==> src/rtl/pipeline_pkg.sv <==
// pipeline_pkg: shared encodings and width defaults for the MEM/WB stage.
//   WB_*  : writeback source select encodings (InWbSel)
//   LD_*  : load type encodings (InLoadType); unlisted codes behave as LW
package pipeline_pkg;

  localparam int DATA_W     = 32;
  localparam int REG_ADDR_W = 5;

  typedef enum logic [1:0] {
    WB_ALU  = 2'b00,
    WB_LOAD = 2'b01,
    WB_LINK = 2'b10,
    WB_RSVD = 2'b11
  } wbSel_e;

  typedef enum logic [2:0] {
    LD_W  = 3'b000,
    LD_B  = 3'b001,
    LD_BU = 3'b010,
    LD_H  = 3'b011,
    LD_HU = 3'b100
  } loadType_e;

  function automatic logic isHalfLoad(input logic [2:0] loadType);
    return (loadType == LD_H) || (loadType == LD_HU);
  endfunction

endpackage

==> src/rtl/load_extract.sv <==
// load_extract: combinational load data alignment and extension.
//   MemData        in   raw aligned big-endian word (byte 0 = [31:24])
//   LoadType       in   LD_* encoding
//   ByteOffset     in   address[1:0] of the load
//   LoadData       out  selected and sign/zero-extended value
//   HalfMisaligned out  halfword load at an odd offset
module load_extract
  import pipeline_pkg::*;
#(
  parameter int DATA_W = pipeline_pkg::DATA_W
) (
  input  logic [DATA_W-1:0] MemData,
  input  logic [2:0]        LoadType,
  input  logic [1:0]        ByteOffset,
  output logic [DATA_W-1:0] LoadData,
  output logic              HalfMisaligned
);

  logic [7:0]  byteSel;
  logic [15:0] halfSel;

  always_comb begin
    byteSel = MemData[31:24];
    case (ByteOffset)
      2'd0:    byteSel = MemData[31:24];
      2'd1:    byteSel = MemData[23:16];
      2'd2:    byteSel = MemData[15:8];
      default: byteSel = MemData[7:0];
    endcase
    // Odd halfword offsets are flagged as misaligned; the data picked here
    // is never written because the write gets suppressed.
    halfSel = ByteOffset[1] ? MemData[15:0] : MemData[31:16];
  end

  always_comb begin
    LoadData = MemData;
    case (LoadType)
      LD_B:    LoadData = {{(DATA_W-8){byteSel[7]}}, byteSel};
      LD_BU:   LoadData = {{(DATA_W-8){1'b0}}, byteSel};
      LD_H:    LoadData = {{(DATA_W-16){halfSel[15]}}, halfSel};
      LD_HU:   LoadData = {{(DATA_W-16){1'b0}}, halfSel};
      default: LoadData = MemData;
    endcase
  end

  assign HalfMisaligned = isHalfLoad(LoadType) & ByteOffset[0];

endmodule

==> src/rtl/mem_wb_stage.sv <==
// mem_wb_stage: MEM/WB pipeline register feeding the register file.
//   Clk, Rst_n        clock, async active-low reset
//   Stall, Flush      hold contents / insert bubble (Flush wins)
//   In*               retiring instruction from the MEM stage
//   WriteRegister, WriteData, RegWrite   register file write port
//   FwdValid, FwdRegister, FwdData       forwarding tap for the hazard unit
//   Misaligned        one-cycle flag for a halfword load at an odd offset
//   RetireCount       count of accepted valid instructions (wraps)
module mem_wb_stage
  import pipeline_pkg::*;
#(
  parameter int DATA_W     = pipeline_pkg::DATA_W,
  parameter int REG_ADDR_W = pipeline_pkg::REG_ADDR_W
) (
  input  logic                  Clk,
  input  logic                  Rst_n,
  input  logic                  Stall,
  input  logic                  Flush,
  input  logic                  InValid,
  input  logic                  InRegWrite,
  input  logic [1:0]            InWbSel,
  input  logic [2:0]            InLoadType,
  input  logic [1:0]            InByteOffset,
  input  logic [REG_ADDR_W-1:0] InWriteRegister,
  input  logic [DATA_W-1:0]     InAluResult,
  input  logic [DATA_W-1:0]     InMemData,
  input  logic [DATA_W-1:0]     InLinkAddr,
  output logic [REG_ADDR_W-1:0] WriteRegister,
  output logic [DATA_W-1:0]     WriteData,
  output logic                  RegWrite,
  output logic                  FwdValid,
  output logic [REG_ADDR_W-1:0] FwdRegister,
  output logic [DATA_W-1:0]     FwdData,
  output logic                  Misaligned,
  output logic [31:0]           RetireCount
);

  logic [DATA_W-1:0] loadData;
  logic              halfMisaligned;
  logic              misalignedIn;
  logic              regWriteNext;
  logic [DATA_W-1:0] wbDataNext;

  logic              regWriteQ;
  logic              misalignedQ;
  logic              held;
  logic [31:0]       retireCount;

  load_extract #(.DATA_W(DATA_W)) uLoadExtract (
    .MemData        (InMemData),
    .LoadType       (InLoadType),
    .ByteOffset     (InByteOffset),
    .LoadData       (loadData),
    .HalfMisaligned (halfMisaligned)
  );

  always_comb begin
    misalignedIn = (InWbSel == WB_LOAD) & halfMisaligned;
    regWriteNext = InValid & InRegWrite & (InWriteRegister != '0) & ~misalignedIn;
    case (InWbSel)
      WB_LOAD: wbDataNext = loadData;
      WB_LINK: wbDataNext = InLinkAddr;
      default: wbDataNext = InAluResult;
    endcase
  end

  always_ff @(posedge Clk or negedge Rst_n) begin
    if (!Rst_n) begin
      WriteRegister <= '0;
      WriteData     <= '0;
      regWriteQ     <= 1'b0;
      misalignedQ   <= 1'b0;
      held          <= 1'b0;
      retireCount   <= '0;
    end else if (Flush) begin
      WriteRegister <= '0;
      WriteData     <= '0;
      regWriteQ     <= 1'b0;
      misalignedQ   <= 1'b0;
      held          <= 1'b0;
    end else if (Stall) begin
      held          <= 1'b1;
    end else begin
      WriteRegister <= InWriteRegister;
      WriteData     <= wbDataNext;
      regWriteQ     <= regWriteNext;
      misalignedQ   <= InValid & misalignedIn;
      held          <= 1'b0;
      if (InValid) retireCount <= retireCount + 32'd1;
    end
  end

  // regWriteQ keeps the unmasked qualification through a stall so the value
  // stays forwardable; held masks the one-shot outputs after the first cycle.
  assign RegWrite    = regWriteQ & ~held;
  assign Misaligned  = misalignedQ & ~held;
  assign FwdValid    = regWriteQ;
  assign FwdRegister = WriteRegister;
  assign FwdData     = WriteData;
  assign RetireCount = retireCount;

endmodule

==> config.mk <==
export PLATFORM = sky130hd
export DESIGN_NAME = mem_wb_stage
export DESIGN_NICKNAME = d
export VERILOG_FILES = /design/src/rtl/pipeline_pkg.sv /design/src/rtl/load_extract.sv /design/src/rtl/mem_wb_stage.sv
export SDC_FILE = /design/constraint.sdc
export NUM_CORES = 1
export LEC_CHECK = 0
export BUFFER_PORTS_ARGS = -buffer_cell sky130_fd_sc_hd__buf_2
export CAP_MARGIN = 20
export CELL_PAD_IN_SITES_DETAIL_PLACEMENT = 0
export CELL_PAD_IN_SITES_GLOBAL_PLACEMENT = 1
export CORE_MARGIN = 3
export CORE_UTILIZATION = 31
export CTS_BUF_LIST = sky130_fd_sc_hd__clkbuf_16
export DETAILED_ROUTE_END_ITERATION = 10
export PLACE_DENSITY = 0.87
export RECOVER_POWER = 25
export SYNTH_ARGS = -nofsm -noshare
export SYNTH_HDL_FRONTEND = slang
export SYNTH_SLANG_ARGS = --single-unit
==> constraint.sdc <==
create_clock -name Clk -period 1.6 [get_ports Clk]
set_clock_uncertainty 0.1 [all_clocks]
set_input_delay 0.24 -clock Clk [delete_from_list [all_inputs] [get_ports Clk]]
set_output_delay 0.24 -clock Clk [all_outputs]
set_load 0.02 [all_outputs]
==> results of run 1 <==
==> worst max path at each step <==
stage          slack [ns]  cells past startpoint         endpoint             from
2_1_floorplan       -0.13                      5      FwdData[11]  InByteOffset[0]
3_3_place_gp        -0.20                      5       FwdData[9]  InByteOffset[0]
3_5_place_dp        -0.24                      5       FwdData[9]  InByteOffset[0]
4_1_cts             -0.05                      5  RetireCount[17]   RetireCount[0]
5_1_grt             -0.18                      5  RetireCount[17]   RetireCount[0]
6_report            -0.03                      5  RetireCount[17]   RetireCount[0]
==> cell type report <==
cell class	instances	area [um^2]
flip-flops and latches	72	1820
repair buffers	300	1760
multi-input cells	329	2600
well taps	184	230
fillers	1440	8050
clock buffers	9	225
inverters	13	48.8
clock inverters	7	81.3
==> layout by cell type, fill, tap and decap left out, drive strengths merged, types with 2 or more instances in the layout <==
cell type  instances
o211ai             5
mux4               8
a21oi             17
mux2               9
o221ai            31
o211a              7
a32oi              8
ha                 3
nor3b              2
buf              296
nand2             39
and3               7
nor2              13
clkbuf            12
nand4             13
inv               16
xor2               5
and4               2
o31ai              8
or3b               2
a221oi             7
nor4               3
nor3               2
nand3             32
a22oi             22
nor2b              9
mux2i              5
and2               3
a31oi              7
o22ai             16
clkinv             2
xnor2             29
dfrtp             72
or2                2
bufinv             2
o21ai              5
==> routing by layer <==
layer	track usage	wire [um]	vias up
met5	0	26	-
met4	0.0642	397	4
met3	0.0516	1460	28
met2	0.321	8240	237
met1	0.280	7490	2344
li1	-	-	2310
==> power by group through the flow <==
stage | Clock [mW] | Combinational, mW | Sequential (mW)
2_1_floorplan | 0 | 0.791 | 2.28
3_3_place_gp | 0 | 1.65 | 2.11
3_5_place_dp | 0 | 1.68 | 2.12
4_1_cts | 2.15 | 1.69 | 2.09
5_1_grt | 2.24 | 1.82 | 2.11
6_report | 2.11 | 1.68 | 2.09
==> logic make-up after synthesis <==
kind of cell / synth area share
AO/OA/AOI/OAI: 0.222
XOR/XNOR: 0.0625
adder cells (fa/ha/maj): 0.00788
buffers and inverters: 0.106
flip-flops: 0.378
multiplexers: 0.0751
AND/OR/NAND/NOR: 0.149
==> cell usage after synthesis, drive strengths merged (3+ instances only) <==
cell type  instances
clkbuf            23
o22ai             16
xor2               5
o21ai              5
and2               3
nor2              13
mux4               8
ha                 3
o31ai              8
nor2b              9
a32oi              8
and3               7
nand3             32
dfrtp             72
mux2i              5
mux2               9
a21oi             17
o211a              7
a22oi             22
nand2             39
inv               13
nor4               3
a31oi              7
a221oi             7
xnor2             29
buf               52
nand4             13
o221ai            31
o211ai             5
==> registers in the layout, indices dropped and copies added, names as in the netlist <==
signal	cells
RetireCount	32
FwdValid	1
misalignedQ	1
held	1
FwdRegister	5
FwdData	32
==> worst min-delay path: cells and delay by family <==
kind / cells / cell delay, ns
muxes: 1 / 0.06
buffers and inverters: 1 / 0.09
and+or+nand+nor: 1 / 0.08
==> what timing repair did <==
action / 4_1_cts / 5_1_grt
gates resized for setup: 1 / 5
pin swaps: 0 / 4
setup buffers: 0 / 1
endpoints found under the setup margin: 8 / 18
hold buffers: 1 / 0
endpoints found under the hold margin: 29 / 0
==> qor.txt, run 1 <==
reg-to-reg startpoint: RetireCount[0]
Min Clock Period, post-route: 1.63 ns
CP endpoint kind: flip-flop
Max Buffers Root-to-Sink: 2
grt total ovfl: 0
Buffers on Ports: 222
placed cell count: 896
max-slew violation count: 0
overall power: 5.88 mW
Mapped Avg Cell Area: 9.75 um^2
violated checks: setup timing
initial antenna violation count: 2
final core utilization: 0.457
Fin. Hold Viols: 0
RR Endpoint: RetireCount[17]
gp weighted congestion: 0.903
syn nets: 606
Worst Slack Setup Final: -0.0333 ns
Detailed Routing Iterations Pass 1: 5
FP Rows: 44
Detailed Route Iter0 Violations: 379
area grow syn2layout: 41.9%
VDD IR max: 0.000548 V
RSZ-0062 raised after global routing: true
worst r2r path cells: 5
total CTS buffers: 9
core area: 14800 um^2
Sink Count: 72
H-tree levels: 3
R2R Setup Slk: -0.03 ns
diode count: 0
fin nets: 842
beginning of the worst hold path: InWriteRegister[2]
Post-Layout Inst Area: 6760 um^2
vias in the first global route: 4770
Worst EP arrival: 1.75 ns
Max Fclk: 0.612 GHz
Slew @ Worst Pin: 0.937 ns
Setup Crit Path Kind: flip-flop to flip-flop
CTS tree: done
status: complete, but fails checks
Startpoint Class: flip-flop
DP Worst Slack: -0.235 ns
Worst-Skew Late Latency: 0.33 ns
full die area: 16900 um^2
initial core utilization: 0.322
Post-synth EDFFs: 0
Hold WC Path Type: input port to flip-flop
All-Layer GR Usage: 0.205
max-cap violation count: 0
die extent in x: 130 um
Mapped Area: 4770 um^2
Flop pwr share: 0.356
clock root cell: clkbuf_16
Clk pwr share: 0.358
Tcrit/Tclk final: 1.02
FF+latch count, synth: 72
vias per cell: 5.39
Critical-path top delay cell: dfrtp_2
io pins: 223
Worst Path Max Fanout: 12
Crit path largest cell delay: 0.39 ns
P_int: 4.02 mW
worst path bufs/invs: 1
instance area at placement: 6420 um^2
final wirelength: 17600 um
static leakage: 3.36 nW
Syn. warnings: 0
Non-Filler Instances: 914
Vias: 4923
worst hold slack: 0.0776 ns
sequential-to-total area share from yosys stat: 0.378
layout cell share with drive strength beyond 1: 0.504
power per cell area: 869 nW/um^2
sw power: 1.85 mW
Yosys top cell area share: 0.378
CP dominant cell by count: nand4_1
Worst slew margin: 0.375
critical path cell sequence: nand4_1 -> nor4_4 -> buf_12 -> nand4_1 -> xnor2_1
drt wl/cell: 19.3 um
post-route ant nets: 0
global-route wire length before repair: 26700 um
final setup TNS: -0.0616 ns
Yosys cell types: 54
endpoints failing setup: 4
asr flop ratio synth: 1.00
Hold EP: FwdRegister[2]
Worst-path clk slew: 0.06 ns
Worst EP required: 1.72 ns
Logic pwr share: 0.286
Post-Synthesis Cells: 489
synth top area cells: dfrtp_1, buf_4, o221ai_1, xnor2_1, mux4_1
hold depth: 3
CP delay by family, top: simple AND/OR/NAND/NOR gates
DRC Markers: 0
area leader, netlist: dfrtp_1
Die Y: 130 um
largest net degree at the start of global routing: 32
Net Sw Frac: 0.316
Primary FF master, synth: dfrtp_1
hpwl dp: 14100 um
No activity file was read; power rests on OpenSTA's default activity.
==> inputs of run 2 (changes only) <==
--- a/config.mk
+++ b/config.mk
@@ -10,10 +10,10 @@
 export CELL_PAD_IN_SITES_DETAIL_PLACEMENT = 0
 export CELL_PAD_IN_SITES_GLOBAL_PLACEMENT = 1
 export CORE_MARGIN = 3
-export CORE_UTILIZATION = 31
+export CORE_UTILIZATION = 37
 export CTS_BUF_LIST = sky130_fd_sc_hd__clkbuf_16
 export DETAILED_ROUTE_END_ITERATION = 10
-export PLACE_DENSITY = 0.87
+export PLACE_DENSITY = 0.95
 export RECOVER_POWER = 25
 export SYNTH_ARGS = -nofsm -noshare
 export SYNTH_HDL_FRONTEND = slang
==> constraint.sdc (replaced) <==
create_clock -name Clk -period 2 [get_ports Clk]
set_clock_uncertainty 0.1 [all_clocks]
set_input_delay 0.3 -clock Clk [delete_from_list [all_inputs] [get_ports Clk]]
set_output_delay 0.3 -clock Clk [all_outputs]
set_load 0.02 [all_outputs]
==> run 2 against run 1 <==
The run now ends clean. Clock power decreased by 11%. Via count down 1.7%. Sequential share of layout area rose by 2.0 points. Cell area fell by 7.7%. Flip-flop and latch count is the same. Fmax fell by 8.6%. Register-to-register slack gained 0.25 ns. Cell count shrank 6.9%. Worst setup slack improved by 0.25 ns. Die area decreased by 16%. Total power decreased by 20%. Largest cell class unchanged.
==> qor.txt, run 2 (synthesized netlist as in run 1, its figures left out) <==
Startpoint Class: flip-flop
gp weighted congestion: 0.958
Die Y: 119 um
Tcrit/Tclk final: 0.894
fin nets: 795
Post-Layout Inst Area: 6240 um^2
Worst-Skew Late Latency: 0.33 ns
overall power: 4.71 mW
CP endpoint kind: flip-flop
Worst Path Max Fanout: 12
initial antenna violation count: 0
static leakage: 3.10 nW
Worst EP arrival: 1.92 ns
CTS tree: done
post-cts sizing count: 0
Clk pwr share: 0.398
max-cap violation count: 0
fillers: 1173
largest net degree at the start of global routing: 49
total CTS buffers: 9
Worst-path clk slew: 0.06 ns
power per cell area: 755 nW/um^2
FP Rows: 40
RSZ-0062 raised after global routing: false
area grow syn2layout: 31.0%
VDD IR max: 0.000373 V
DRC Markers: 0
Net Sw Frac: 0.313
grt total ovfl: 0
reg-to-reg startpoint: RetireCount[3]
placed cell count: 833
P_int: 3.24 mW
R2R Setup Slk: 0.21 ns
Flop pwr share: 0.356
status: finished clean
Multi-input gate area: 2470 um^2
worst r2r path cells: 6
beginning of the worst hold path: InWriteRegister[2]
FF/Latch Area: 1800 um^2
post-route ant nets: 0
layout cell share with drive strength beyond 1: 0.423
Slew @ Worst Pin: 0.747 ns
Vias: 4841
Hold WC Path Type: input port to flip-flop
die extent in x: 119 um
most common cell after layout, fill and taps aside: buf_2
vias per cell: 5.69
clock root cell: clkbuf_16
Detailed Routing Iterations Pass 1: 5
vias in the first global route: 4891
Max Fclk: 0.559 GHz
Logic pwr share: 0.246
Worst slew margin: 0.502
final wirelength: 17000 um
Setup Crit Path Kind: flip-flop to flip-flop
global-route wire length before repair: 26800 um
diode count: 0
Max Buffers Root-to-Sink: 2
RR Endpoint: RetireCount[17]
hpwl dp: 13100 um
Non-Filler Instances: 851
initial core utilization: 0.387
Sink Count: 72
H-tree levels: 3
sw power: 1.47 mW
Hold EP: FwdRegister[2]
core area: 12300 um^2
All-Layer GR Usage: 0.234
drt wl/cell: 20.0 um
Buffers on Ports: 222
Worst EP required: 2.13 ns
Fin. Hold Viols: 0
hold depth: 3
Detailed Route Iter0 Violations: 403
max-slew violation count: 0
instance area at placement: 5890 um^2
full die area: 14300 um^2
most frequent cells in the layout: buf_2, dfrtp_1, nand2_1, nand3_1, o221ai_1
io pins: 223
Min Clock Period, post-route: 1.79 ns
endpoints failing setup: 0
==> run 2: changes by cell type in the layout (fill, tap and decap cells not counted), sizes merged <==
cell / change
clkinvlp: +1
inv: -2
bufinv: +1
buf: -46
clkbuf: -1
==> run 2: critical path, stage by stage (launching register included) <==
cell and delay (ns):
dfrtp_1 0.44, nand4_1 0.12, buf_4 0.18, nor4_4 0.26
buf_4 0.23, nand4_1 0.14, xnor2_1 0.21
==> run 2: final cells by class <==
type,instances,share of cell area
Clock buffer,9,0.0361
Tap cell,168,0.0337
Inverter,13,0.00782
Multi-Input combinational cell,329,0.395
Clock inverter,7,0.0190
Sequential cell,72,0.289
Timing Repair Buffer,253,0.219
==> run 2: per-layer routing <==
layer,vias to the layer above,GRT usage,share of wire
li1,2216,-,-
met1,2353,0.316,0.42
met2,243,0.371,0.48
met3,29,0.0405,0.078
met4,0,0.0988,0.027
met5,-,0,0
==> run 2: power groups by stage <==
stage | clock network, mW | registers [mW] | logic, mW
detailed placement | 0 | 1.70 | 1.15
CTS | 1.92 | 1.68 | 1.16
floorplan | 0 | 1.80 | 0.597
global route | 1.98 | 1.69 | 1.25
finish | 1.87 | 1.68 | 1.16
global placement | 0 | 1.69 | 1.14
==> run 2: worst max-delay path by stage <==
stage | cells after the start | start | slack, ns | to
after floorplan | 5 | RetireCount[3] | 0.16 | RetireCount[29]
after global placement | 8 | InWbSel[0] | -0.17 | FwdData[7]
after detailed placement | 8 | InWbSel[0] | -0.09 | FwdData[7]
after CTS | 5 | RetireCount[3] | 0.06 | RetireCount[17]
after global routing | 6 | RetireCount[3] | 0.10 | RetireCount[17]
final | 6 | RetireCount[3] | 0.21 | RetireCount[17]
==> run 2: per-stage QoR <==
stage | hold slack (ns) | util | setup TNS, ns | setup slack [ns]
floorplan | -0.0956 | - | 0 | 0.163
global placement | 0.145 | 0.478 | -0.168 | -0.168
detailed placement | 0.146 | 0.478 | -0.0924 | -0.0924
CTS | 0.129 | 0.507 | 0 | 0.0570
global route | 0.149 | 0.507 | 0 | 0.101
finish | 0.141 | 0.507 | 0 | 0.213
==> run 2: timing repair <==
action | 4_1_cts | 5_1_grt
hold buffers | 1 | 0
endpoints found under the setup margin | 0 | 2
setup buffers | 0 | 1
hold endpoints to repair | 24 | 0
